<file path="src/rtl/kernel_frame_ctrl_pkg.sv">
// Shared definitions for the kernel frame sequencer.
//   - Beat type encodings carried on dtypei/dtypeo and the pixel mask.
//   - Header word indices for the image geometry fields.
//   - FSM state encoding and header index width.
//   - geom_legal(): whether the kernel can process a frame of the given geometry.
package kernel_frame_ctrl_pkg;

  localparam int unsigned DtypeWidth = 4;

  localparam logic [DtypeWidth-1:0] DtypeNone        = 4'h0;
  localparam logic [DtypeWidth-1:0] DtypeFrameStart  = 4'h1;
  localparam logic [DtypeWidth-1:0] DtypeFrameEnd    = 4'h2;
  localparam logic [DtypeWidth-1:0] DtypeRowStart    = 4'h3;
  localparam logic [DtypeWidth-1:0] DtypeRowEnd      = 4'h4;
  localparam logic [DtypeWidth-1:0] DtypeHeaderStart = 4'h5;
  localparam logic [DtypeWidth-1:0] DtypeHeader      = 4'h6;
  // Any type with the MSB set is a pixel beat.
  localparam logic [DtypeWidth-1:0] DtypePixel       = 4'h8;
  localparam logic [DtypeWidth-1:0] DtypePixelMask   = 4'h8;

  localparam int unsigned HdrIdxWidth = 2;
  localparam logic [HdrIdxWidth-1:0] ImageNumCols = 2'd0;
  localparam logic [HdrIdxWidth-1:0] ImageNumRows = 2'd1;

  localparam logic [1:0] StIdle   = 2'd0;
  localparam logic [1:0] StHeader = 2'd1;
  localparam logic [1:0] StFrame  = 2'd2;
  localparam logic [1:0] StRow    = 2'd3;

  function automatic logic geom_legal(input int unsigned cols, input int unsigned rows,
                                      input int unsigned ksize, input int unsigned max_cols);
    return (cols >= ksize) && (cols <= max_cols) && (rows >= ksize);
  endfunction

endpackage

</file>
<file path="src/rtl/kernel_frame_ctrl_frame_geom_checker.sv">
// Geometry checker: captures the header geometry, counts pixels per row and rows per
// frame, counts completed frames and holds the four sticky error flags.
// Ports:
//   clk, reset            clock, synchronous active-high reset
//   dvi, dtypei           input beat valid and type
//   meta_datai            header word (captured on header beats)
//   state_i               current sequencer FSM state
//   err_clear_i           clears all sticky errors (a same-cycle set wins)
//   geom_evt_i/proto_evt_i error events detected by the sequencer
//   num_cols_o/num_rows_o captured geometry
//   frame_count_o         completed frames, wrapping
//   *_err_o               sticky error flags
module frame_geom_checker
  import kernel_frame_ctrl_pkg::*;
#(
  parameter int unsigned DATA_WIDTH     = 16,
  parameter int unsigned NUM_COLS_WIDTH = 11
) (
  input  logic                  clk,
  input  logic                  reset,
  input  logic                  dvi,
  input  logic [DtypeWidth-1:0] dtypei,
  input  logic [DATA_WIDTH-1:0] meta_datai,
  input  logic [1:0]            state_i,
  input  logic                  err_clear_i,
  input  logic                  geom_evt_i,
  input  logic                  proto_evt_i,
  output logic [DATA_WIDTH-1:0] num_cols_o,
  output logic [DATA_WIDTH-1:0] num_rows_o,
  output logic [15:0]           frame_count_o,
  output logic                  geom_err_o,
  output logic                  col_err_o,
  output logic                  row_err_o,
  output logic                  proto_err_o
);

  logic in_row, in_frame;
  logic hdr_start, hdr_beat, row_start, pix, row_end, frame_start, frame_end, frame_done;
  logic [HdrIdxWidth-1:0]    hdr_idx_q, hdr_idx_d;
  logic [DATA_WIDTH-1:0]     num_cols_q, num_cols_d, num_rows_q, num_rows_d;
  logic                      hdr_valid_q, hdr_valid_d;
  logic [NUM_COLS_WIDTH-1:0] col_cnt_q, col_cnt_d, row_cnt_q, row_cnt_d;
  logic [15:0]               frame_count_q, frame_count_d;
  // {proto, row, col, geom}
  logic [3:0]                err_q, err_d, err_set;

  always_comb begin
    in_row      = state_i == StRow;
    in_frame    = state_i == StFrame;
    hdr_start   = dvi && dtypei == DtypeHeaderStart && (state_i == StIdle || state_i == StHeader);
    hdr_beat    = dvi && dtypei == DtypeHeader && state_i == StHeader;
    row_start   = dvi && dtypei == DtypeRowStart && (in_frame || in_row);
    pix         = dvi && in_row && ((dtypei & DtypePixelMask) != '0);
    row_end     = dvi && in_row && dtypei == DtypeRowEnd;
    frame_start = dvi && dtypei == DtypeFrameStart;
    frame_done  = dvi && in_frame && dtypei == DtypeFrameEnd;
    // A FRAME_END inside a row still closes the header window, but skips the checks.
    frame_end   = dvi && (in_frame || in_row) && dtypei == DtypeFrameEnd;

    hdr_idx_d     = hdr_idx_q;
    num_cols_d    = num_cols_q;
    num_rows_d    = num_rows_q;
    hdr_valid_d   = hdr_valid_q;
    col_cnt_d     = col_cnt_q;
    row_cnt_d     = row_cnt_q;
    frame_count_d = frame_count_q;

    if (hdr_start) begin
      hdr_idx_d = '0;
    end else if (hdr_beat) begin
      if (hdr_idx_q == ImageNumCols) num_cols_d = meta_datai;
      if (hdr_idx_q == ImageNumRows) num_rows_d = meta_datai;
      if (hdr_idx_q != '1) hdr_idx_d = hdr_idx_q + 1'b1;
      hdr_valid_d = 1'b1;
    end
    if (frame_end) hdr_valid_d = 1'b0;

    if (row_start) begin
      col_cnt_d = '0;
    end else if (pix && col_cnt_q != '1) begin
      col_cnt_d = col_cnt_q + 1'b1;
    end

    if (frame_start) begin
      row_cnt_d = '0;
    end else if (row_end && row_cnt_q != '1) begin
      row_cnt_d = row_cnt_q + 1'b1;
    end

    if (frame_done) frame_count_d = frame_count_q + 16'd1;

    err_set = {proto_evt_i,
               frame_done && hdr_valid_q && (DATA_WIDTH'(row_cnt_q) != num_rows_q),
               row_end && hdr_valid_q && (DATA_WIDTH'(col_cnt_q) != num_cols_q),
               geom_evt_i};
    err_d   = (err_clear_i ? 4'b0000 : err_q) | err_set;
  end

  always_ff @(posedge clk) begin
    if (reset) begin
      hdr_idx_q     <= '0;
      num_cols_q    <= '0;
      num_rows_q    <= '0;
      hdr_valid_q   <= 1'b0;
      col_cnt_q     <= '0;
      row_cnt_q     <= '0;
      frame_count_q <= '0;
      err_q         <= '0;
    end else begin
      hdr_idx_q     <= hdr_idx_d;
      num_cols_q    <= num_cols_d;
      num_rows_q    <= num_rows_d;
      hdr_valid_q   <= hdr_valid_d;
      col_cnt_q     <= col_cnt_d;
      row_cnt_q     <= row_cnt_d;
      frame_count_q <= frame_count_d;
      err_q         <= err_d;
    end
  end

  assign num_cols_o    = num_cols_q;
  assign num_rows_o    = num_rows_q;
  assign frame_count_o = frame_count_q;
  assign geom_err_o    = err_q[0];
  assign col_err_o     = err_q[1];
  assign row_err_o     = err_q[2];
  assign proto_err_o   = err_q[3];

endmodule

</file>
<file path="src/rtl/kernel_frame_ctrl.sv">
// Sequencer in front of the row-buffered kernel. Passes the pixel stream through with one
// cycle of latency, tracks the framing with a small FSM, and switches the kernel enable
// only at frame boundaries, forcing bypass for frames the kernel cannot handle.
// Ports:
//   clk, reset                        clock, synchronous active-high reset
//   dvi/dtypei/datai/meta_datai       input stream beat
//   enable_req                        host request for kernel processing
//   err_clear                         pulse clearing the sticky errors
//   dvo/dtypeo/datao/meta_datao       registered copy of the input beat
//   kernel_enable                     kernel enable, aligned with the output beat
//   busy                              FSM not idle
//   frame_count                       completed frames (wraps)
//   geom_err/col_err/row_err/proto_err sticky errors
module kernel_frame_ctrl
  import kernel_frame_ctrl_pkg::*;
#(
  parameter int unsigned KERNEL_SIZE    = 3,
  parameter int unsigned PIXEL_WIDTH    = 10,
  parameter int unsigned DATA_WIDTH     = 16,
  parameter int unsigned MAX_COLS       = 1288,
  parameter int unsigned NUM_COLS_WIDTH = 11
) (
  input  logic                   clk,
  input  logic                   reset,
  input  logic                   dvi,
  input  logic [DtypeWidth-1:0]  dtypei,
  input  logic [PIXEL_WIDTH-1:0] datai,
  input  logic [DATA_WIDTH-1:0]  meta_datai,
  input  logic                   enable_req,
  input  logic                   err_clear,
  output logic                   dvo,
  output logic [DtypeWidth-1:0]  dtypeo,
  output logic [PIXEL_WIDTH-1:0] datao,
  output logic [DATA_WIDTH-1:0]  meta_datao,
  output logic                   kernel_enable,
  output logic                   busy,
  output logic [15:0]            frame_count,
  output logic                   geom_err,
  output logic                   col_err,
  output logic                   row_err,
  output logic                   proto_err
);

  logic [1:0]             state_q, state_d;
  logic                   is_pixel, frame_start, proto_evt, geom_evt, geom_ok;
  logic                   ken_q, ken_d;
  logic                   dvo_q;
  logic [DtypeWidth-1:0]  dtypeo_q;
  logic [PIXEL_WIDTH-1:0] datao_q;
  logic [DATA_WIDTH-1:0]  meta_q;
  logic [DATA_WIDTH-1:0]  num_cols, num_rows;

  always_comb begin
    is_pixel    = (dtypei & DtypePixelMask) != '0;
    frame_start = dvi && dtypei == DtypeFrameStart;
    geom_ok     = geom_legal(32'(num_cols), 32'(num_rows), KERNEL_SIZE, MAX_COLS);
    geom_evt    = frame_start && enable_req && !geom_ok;

    state_d   = state_q;
    proto_evt = 1'b0;
    if (dvi) begin
      if (is_pixel) begin
        proto_evt = state_q != StRow;
      end else begin
        case (dtypei)
          DtypeHeaderStart: begin
            if (state_q == StIdle || state_q == StHeader) state_d = StHeader;
          end
          DtypeFrameStart: begin
            // From FRAME/ROW this restarts the frame.
            state_d   = StFrame;
            proto_evt = state_q == StFrame || state_q == StRow;
          end
          DtypeRowStart: begin
            if (state_q == StFrame) state_d = StRow;
            else if (state_q == StRow) proto_evt = 1'b1;
          end
          DtypeRowEnd: begin
            if (state_q == StRow) state_d = StFrame;
            else proto_evt = 1'b1;
          end
          DtypeFrameEnd: begin
            if (state_q == StFrame) begin
              state_d = StIdle;
            end else if (state_q == StRow) begin
              state_d   = StIdle;
              proto_evt = 1'b1;
            end
          end
          default: ;
        endcase
      end
    end

    // Enable only moves on a FRAME_START beat or between frames, so a frame never
    // sees the kernel switch mid-way.
    ken_d = ken_q;
    if (frame_start || (dvi && state_q == StIdle)) ken_d = enable_req && geom_ok;
  end

  always_ff @(posedge clk) begin
    if (reset) begin
      state_q  <= StIdle;
      ken_q    <= 1'b0;
      dvo_q    <= 1'b0;
      dtypeo_q <= '0;
      datao_q  <= '0;
      meta_q   <= '0;
    end else begin
      state_q  <= state_d;
      ken_q    <= ken_d;
      dvo_q    <= dvi;
      dtypeo_q <= dtypei;
      datao_q  <= datai;
      meta_q   <= meta_datai;
    end
  end

  frame_geom_checker #(
    .DATA_WIDTH     (DATA_WIDTH),
    .NUM_COLS_WIDTH (NUM_COLS_WIDTH)
  ) u_checker (
    .clk           (clk),
    .reset         (reset),
    .dvi           (dvi),
    .dtypei        (dtypei),
    .meta_datai    (meta_datai),
    .state_i       (state_q),
    .err_clear_i   (err_clear),
    .geom_evt_i    (geom_evt),
    .proto_evt_i   (proto_evt),
    .num_cols_o    (num_cols),
    .num_rows_o    (num_rows),
    .frame_count_o (frame_count),
    .geom_err_o    (geom_err),
    .col_err_o     (col_err),
    .row_err_o     (row_err),
    .proto_err_o   (proto_err)
  );

  assign dvo           = dvo_q;
  assign dtypeo        = dtypeo_q;
  assign datao         = datao_q;
  assign meta_datao    = meta_q;
  assign kernel_enable = ken_q;
  assign busy          = state_q != StIdle;

endmodule

</file>
<file path="config.mk">
export PLATFORM = sky130hd
export DESIGN_NAME = kernel_frame_ctrl
export DESIGN_NICKNAME = d
export VERILOG_FILES = /design/src/rtl/kernel_frame_ctrl_pkg.sv /design/src/rtl/kernel_frame_ctrl_frame_geom_checker.sv /design/src/rtl/kernel_frame_ctrl.sv
export SDC_FILE = /design/constraint.sdc
export NUM_CORES = 1
export LEC_CHECK = 0
export ABC_AREA = 0
export CORE_MARGIN = 1.5
export CORE_UTILIZATION = 56
export DETAILED_ROUTE_END_ITERATION = 8
export GPL_TIMING_DRIVEN = 0
export PLACE_DENSITY = 0.85
export SYNTH_ARGS = -nofsm -noshare
export SYNTH_HDL_FRONTEND = slang
export SYNTH_SLANG_ARGS = --single-unit
</file>
<file path="constraint.sdc">
create_clock -name clk -period 3 [get_ports clk]
set_clock_uncertainty 0.1 [all_clocks]
set_input_delay 0.3 -clock clk [delete_from_list [all_inputs] [get_ports clk]]
set_output_delay 0.3 -clock clk [all_outputs]
set_load 0.05 [all_outputs]
</file>
==> impl_metrics.toml, run 1 <==
[run_status]
outcome = "completed"

[finish]
multi_input_area_sq_mm = 0.002405
fillers = 625
nets = 692
area.growth.synth_to_final_pct = 25.24
final_layout_size_suffix_gt1_frac = 0.03659
fin_cells = 761
antenna-diode-count = 0
final-seq-area_sq_mm = 0.002222
final_core_util = 0.7256

[critical_path]
cp-start-kind = "input port"
crit_fanout = 10
path_common_cell = "clkbuf_1"
path_cells = "clkdlybuf4s50_1 -> nand4bb_1 -> or3_1 -> clkbuf_1 -> clkbuf_1 -> o41ai_1 -> a21oi_1"
cp.arrival_ns = 2.78
endpoint_kind = "register"
cpPeakStageDelay_ns = 0.57
cpMaxStageDelayCell = "clkdlybuf4s50_1"
crit_type = "in -> reg"
reg2reg_from = "state_q[1]$_SDFFE_PP0P_"
path_buf_inv = 3
required_ns = 3.14
cp_top_family = "buffers and inverters"
crit_start = "dtypei[3]"

[grt]
grt_pass1_wl_mm = 19.54
overflow = 0
grt_pass1_vias = 4196
grt_max_degree = 20
antenna_found_initial = 0
global_route.usage.total = 0.2771

[route]
vias_per_cell = 5.830
via_count = 4437
drc = 0
firstDrtPassIters = 7
wl_per_cell_um = 15.94
drtIter0Drc = 232
routed_wl_mm = 12.13
ant_nets = 0

[floorplanning]
die_y_um = 95.44
core-area_sq_mm = 0.008258
io_pins = 88
dieArea_sq_mm = 0.009108
dieWidth_um = 95.44
rows = 33
start_util = 0.5794

[pwr]
swShare = 0.2498
clkPwrFrac = 0.358
seq_power_share = 0.542
leakagePower_nw = 2.047
combPwrFrac = 0.099
vdd_drop_max_mv = 0.2815
p_switching_mw = 0.6931
p_total_mw = 2.774
internal_power_mw = 2.081
power_density_mw_per_mm2 = 463.0

[place]
port_buffers = 85
place_congestion = 0.9113
dp_cells = 745
hpwl_mm = 9.068

[timing]
setup_viol = 0
maxSlewViolCount = 0
slew_headroom = 0.4507
fmax_ghz = 0.3787
post-route-period-util = 0.8802
rsz0062_at_grt = "false"
final_hold_viol_count = 0
max_slew.worst_pin.slew_ns = 0.8177
final.min_clock_period_ns = 2.641
holdWs_ns = 0.1233

[synthesis]
yosysSeqAreaShare = 0.4644
yosys_warnings = 0
syn_area_per_cell_sq_um = 8.621
ys_ff_latch = 111
async_flop_share = 0
yosysUniqueCellTypes = 49
synth_flop_cell = "dfxtp_1"
synth_cells = 555
synth_nets = 596
netlist_area_sq_mm = 0.004785
synth-edff-count = 0

[clock_tree]
post-cts-setup-buffers = 0
cts_made_buffers = 9
clockBufferDepth = 2
insertion_delay_ns = 0.37
clock-sinks = 111
htreeDepth = 3
cts_tree = "built"
root_buffer = "clkbuf_8"
clk_pin_slew_ns = 0.10
ctsResizeCount = 0
cts_hold_buf = 0

[worst_hold_path]
min_from = "dtypei[0]"
holdCritPathClass = "in -> reg"

[flow_run]
maxCapViolations = 0
[synthesized netlist by cell type (2+ instances only)]
master | number | area (sq um)
or4b_1 | 3 | 30.03
o41ai_1 | 5 | 43.79
nand3b_1 | 2 | 15.01
mux2i_1 | 3 | 30.03
or2_2 | 2 | 12.51
inv_1 | 12 | 45.04
xnor2_1 | 16 | 140.1
or3_1 | 6 | 37.54
clkbuf_1 | 26 | 97.59
a21oi_1 | 65 | 325.3
dfxtp_1 | 111 | 2222
nand3_1 | 18 | 90.09
or4_1 | 15 | 112.6
nand4_1 | 15 | 93.84
and4_1 | 6 | 52.55
o21ai_0 | 14 | 70.07
o31ai_1 | 15 | 112.6
a211oi_1 | 6 | 45.04
nor2b_1 | 36 | 225.2
nor3b_1 | 4 | 30.03
nand2_1 | 83 | 311.6
nor4_1 | 9 | 56.30
and3_1 | 4 | 25.02
a31oi_1 | 2 | 12.51
nor3_1 | 9 | 45.04
or3b_2 | 2 | 17.52
nor2_1 | 22 | 82.58
xor2_1 | 12 | 105.1
nand2b_1 | 4 | 25.02
ha_1 | 6 | 75.07
a41o_1 | 4 | 40.04
[per-layer routing]
| metal | vias up | part of all wire | track usage |
|---|---|---|---|
| li1 | 2179 | - | - |
| met5 | - | 0 | 0 |
| met3 | 26 | 0.065 | 0.06938 |
| met2 | 165 | 0.50 | 0.4716 |
| met1 | 2067 | 0.41 | 0.3312 |
| met4 | 0 | 0.027 | 0.1164 |
[layout by cell type, fill, tap and decap left out, drive strengths merged, types with 12 or more instances in the layout]
cell type,n
o21ai,14
inv,15
a21oi,65
o31ai,15
nand3,18
dfxtp,111
xor2,12
clkbuf,35
clkdlybuf4s50,85
nor2b,36
or4,16
nor2,22
xnor2,16
nand4,15
nand2,83
[layout make-up]
class / count / area share
sequential: 111 / 0.3708
clock buffer: 9 / 0.02067
tap: 105 / 0.02193
inverter: 12 / 0.007517
buffer: 28 / 0.01879
multi-input combinational: 404 / 0.4013
timing repair buffer: 85 / 0.1420
clock inverter: 7 / 0.01691
[through the flow]
stage	worst slack, ns	cell area, sq um	setup TNS, ns
global placement	0.05467	5767	0
finish	0.3593	5992	0
CTS	0.3953	5992	0
detailed placement	-0.01325	5767	-0.01635
global route	0.1815	5992	0
floorplan	0.9152	4785	0
[power groups by stage]
| stage | Combinational (mW) | Sequential [mW] | Clock, mW |
|---|---|---|---|
| floorplan | 0.0696 | 1.62 | 0 |
| global placement | 0.273 | 1.54 | 0 |
| detailed placement | 0.275 | 1.54 | 0 |
| CTS | 0.275 | 1.51 | 1.02 |
| global route | 0.291 | 1.51 | 1.08 |
| finish | 0.276 | 1.50 | 0.993 |
[logic make-up (layout without fill, tap and decap cells)]
kind of cell / Yosys count / count (layout) / share of synthesized area
and+or+nand+nor: 248 / 248 / 0.2785
AOI/OAI and AO/OA: 118 / 118 / 0.1485
DFF: 111 / 111 / 0.4644
buffers and inverters: 40 / 141 / 0.03295
xor gates and xnor gates: 28 / 28 / 0.05125
adders and majority gates: 6 / 6 / 0.01569
muxes: 4 / 4 / 0.008630
[state kept, by name (all words and copies together) (netlist names)]
signal                   flops
meta_datao                  16
u_checker.frame_count_o     16
u_checker.num_cols_o        16
u_checker.num_rows_o        16
u_checker.col_cnt_q         11
u_checker.row_cnt_q         11
datao                       10
dtypeo                       4
u_checker.err_q              4
state_q                      2
u_checker.hdr_idx_q          2
dvo                          1
kernel_enable                1
u_checker.hdr_valid_q        1
[worst paths after layout]
path                                                                  to  slack [ns]  depth (start not counted)
worst max register to register  u_checker.frame_count_o[12]$_SDFFE_PP0P_        0.73                          6
worst max-delay path            u_checker.frame_count_o[12]$_SDFFE_PP0P_        0.36                          7
worst min-delay path                             state_q[1]$_SDFFE_PP0P_        0.12                          3
worst min register to register     u_checker.num_cols_o[13]$_SDFFE_PP0P_        0.36                          2
[worst min-delay path: stages]
cell and delay, ns:
buf_6 0.11, o21ai_0 0.07, a21oi_1 0.06
Note: power is estimated with default switching activity, not from simulation.
==> inputs of run 2 (changes only) <==
--- a/config.mk
+++ b/config.mk
@@ -11,6 +11,7 @@
 export DETAILED_ROUTE_END_ITERATION = 8
 export GPL_TIMING_DRIVEN = 0
 export PLACE_DENSITY = 0.85
+export SETUP_SLACK_MARGIN = 0.5
 export SYNTH_ARGS = -nofsm -noshare
 export SYNTH_HDL_FRONTEND = slang
 export SYNTH_SLANG_ARGS = --single-unit
==> run 2 against run 1 <==
Net effect: maximum frequency up 12%; total power is 0.24% higher; critical path type unchanged; via count is 0.81% lower; first-iteration DRC count grew 15%; cell area is 0.67% higher; worst setup slack improved by 0.28 ns; clock-buffer cell count unchanged; clock power increased by 0.4%; register-to-register slack gained 0.05 ns; core utilization grew 0.48 points; largest cell class unchanged; final cell count unchanged; critical path depth is 1 lower.
==> impl_metrics.toml, run 2 (synthesized netlist as in run 1, its figures left out) <==
[floorplanning]
io_pins = 88
start_util = 0.5794
die_y_um = 95.44
dieWidth_um = 95.44
core-area_sq_mm = 0.008258
dieArea_sq_mm = 0.009108
rows = 33

[finish]
final-seq-area_sq_mm = 0.002222
multi_input_area_sq_mm = 0.002432
nets = 692
layout_common_cells = "dfxtp_1 (111), nand2_1 (83), clkdlybuf4s50_1 (82), a21oi_1 (65), nor2b_1 (36)"
area.growth.synth_to_final_pct = 26.07
antenna-diode-count = 0
fillers = 616
postLayoutCellArea_sq_mm = 0.006032
final_layout_size_suffix_gt1_frac = 0.04573
layout.cells.most_common = "dfxtp_1"

[worst_hold_path]
holdCritPathClass = "in -> reg"
hold_depth = 3

[critical_path]
r2r_end = "u_checker.col_cnt_q[1]$_SDFFE_PP0P_"
crit_fanout = 10
cpMaxStageDelayCell = "or3b_2"
cp.arrival_ns = 2.52
required_ns = 3.16
timing.critical_path.to = "kernel_enable$_SDFFE_PP0P_"
path_depth = 6
reg2reg_slack_ns = 0.78
crit_type = "in -> reg"
endpoint_kind = "register"
cp_top_family = "buffers and inverters"
rr_worst_depth = 6
reg2reg_from = "u_checker.col_cnt_q[3]$_SDFFE_PP0P_"
crit_start = "dtypei[1]"
path_cells = "clkdlybuf4s50_1 -> clkbuf_1 -> or3b_2 -> o21ai_0 -> clkbuf_2 -> o22ai_1"
cpPeakStageDelay_ns = 0.54
cp-start-kind = "input port"
path_buf_inv = 3

[timing]
max_slew.worst_pin.slew_ns = 0.8537
final_hold_viol_count = 0
final.min_clock_period_ns = 2.359
slew_headroom = 0.4265
fmax_ghz = 0.4239
rsz0062_at_grt = "false"
post-route-period-util = 0.7864
maxSlewViolCount = 0
setup_viol = 0

[place]
place_congestion = 0.9113
dpl-instance-area_sq_mm = 0.005767
port_buffers = 85
hpwl_mm = 9.068

[clock_tree]
clk_pin_slew_ns = 0.10
clockBufferDepth = 2
insertion_delay_ns = 0.38
post-cts-setup-buffers = 0
cts_made_buffers = 9
cts_tree = "built"
htreeDepth = 3
root_buffer = "clkbuf_8"
clock-sinks = 111

[flow_run]
maxCapViolations = 0

[grt]
antenna_found_initial = 0
grt_pass1_vias = 4195
global_route.usage.total = 0.2771
grt_pass1_wl_mm = 19.54
grt_max_degree = 20
overflow = 0

[route]
drc = 0
wl_per_cell_um = 16.02
drtIter0Drc = 266
routed_wl_mm = 12.19
via_count = 4401
firstDrtPassIters = 5
ant_nets = 0
vias_per_cell = 5.783

[pwr]
seq_power_share = 0.541
p_total_mw = 2.781
power_density_mw_per_mm2 = 461.0
combPwrFrac = 0.101
vdd_drop_max_mv = 0.2825
p_switching_mw = 0.6981
leakagePower_nw = 2.102
clkPwrFrac = 0.358
swShare = 0.2510
internal_power_mw = 2.083

[run_status]
outcome = "completed"
==> run 2: cell count changes in the layout (fill, tap and decap cells not counted), sizes merged <==
cell,before,now
dlymetal6s2s,0,3
clkdlybuf4s50,85,82
==> run 2: power by group through the flow <==
stage          Clock, mW  Sequential (mW)  Combinational (mW)
6_report           0.997             1.50               0.280
5_1_grt             1.08             1.51               0.294
4_1_cts             1.02             1.51               0.276
3_5_place_dp           0             1.54               0.275
3_3_place_gp           0             1.54               0.273
2_1_floorplan          0             1.62              0.0696
==> run 2: metal layers <==
metal / global-route usage / part of all wire / vias to the layer above / wire length (um)
li1: - / - / 2173 / -
met1: 0.3317 / 0.42 / 2054 / 5097
met2: 0.4710 / 0.50 / 142 / 6046
met3: 0.06938 / 0.056 / 32 / 677
met4: 0.1164 / 0.030 / 0 / 369
met5: 0 / 0 / - / 0
==> run 2: tightest hold or removal path, delay by kind of cell <==
family	cells	cell delay, ns
AO/OA/AOI/OAI	2	0.13
buffers and inverters	1	0.12
==> run 2: final cells by class <==
| type | count | area share |
|---|---|---|
| flip-flops and latches | 111 | 0.3684 |
| inverters | 12 | 0.007467 |
| clock buffers | 9 | 0.02054 |
| repair buffers | 85 | 0.1423 |
| clock inverters | 7 | 0.01680 |
| well taps | 105 | 0.02178 |
| multi-input cells | 404 | 0.4032 |
| plain buffers | 28 | 0.01950 |
==> run 2: metrics by stage <==
step	std cells	hold WS, ns	TNS, ns	worst slack [ns]	utilization
6_report	761	0.1209	0	0.6408	0.7305
5_1_grt	761	0.1211	0	0.5482	0.7305
4_1_cts	761	0.1003	0	0.4827	0.7264
3_5_place_dp	745	0.3437	-0.01635	-0.01325	0.6983
3_3_place_gp	745	0.3369	0	0.05467	0.6983
2_1_floorplan	555	0.3263	0	0.9152	-
==> run 2: how the worst min path moves through the flow <==
stage,slack (ns),endpoint,startpoint
floorplan,0.33,u_checker.num_cols_o[15]$_SDFFE_PP0P_,u_checker.num_cols_o[15]$_SDFFE_PP0P_
global placement,0.34,u_checker.num_cols_o[15]$_SDFFE_PP0P_,u_checker.num_cols_o[15]$_SDFFE_PP0P_
detailed placement,0.34,u_checker.num_cols_o[14]$_SDFFE_PP0P_,u_checker.num_cols_o[14]$_SDFFE_PP0P_
CTS,0.10,state_q[1]$_SDFFE_PP0P_,dtypei[0]
global route,0.12,state_q[1]$_SDFFE_PP0P_,dtypei[0]
finish,0.12,state_q[1]$_SDFFE_PP0P_,dtypei[0]
==> run 2: timing repair <==
item,in CTS,in global routing
setup endpoints to repair,4,35
gates resized for setup,2,12
hold buffers,0,0
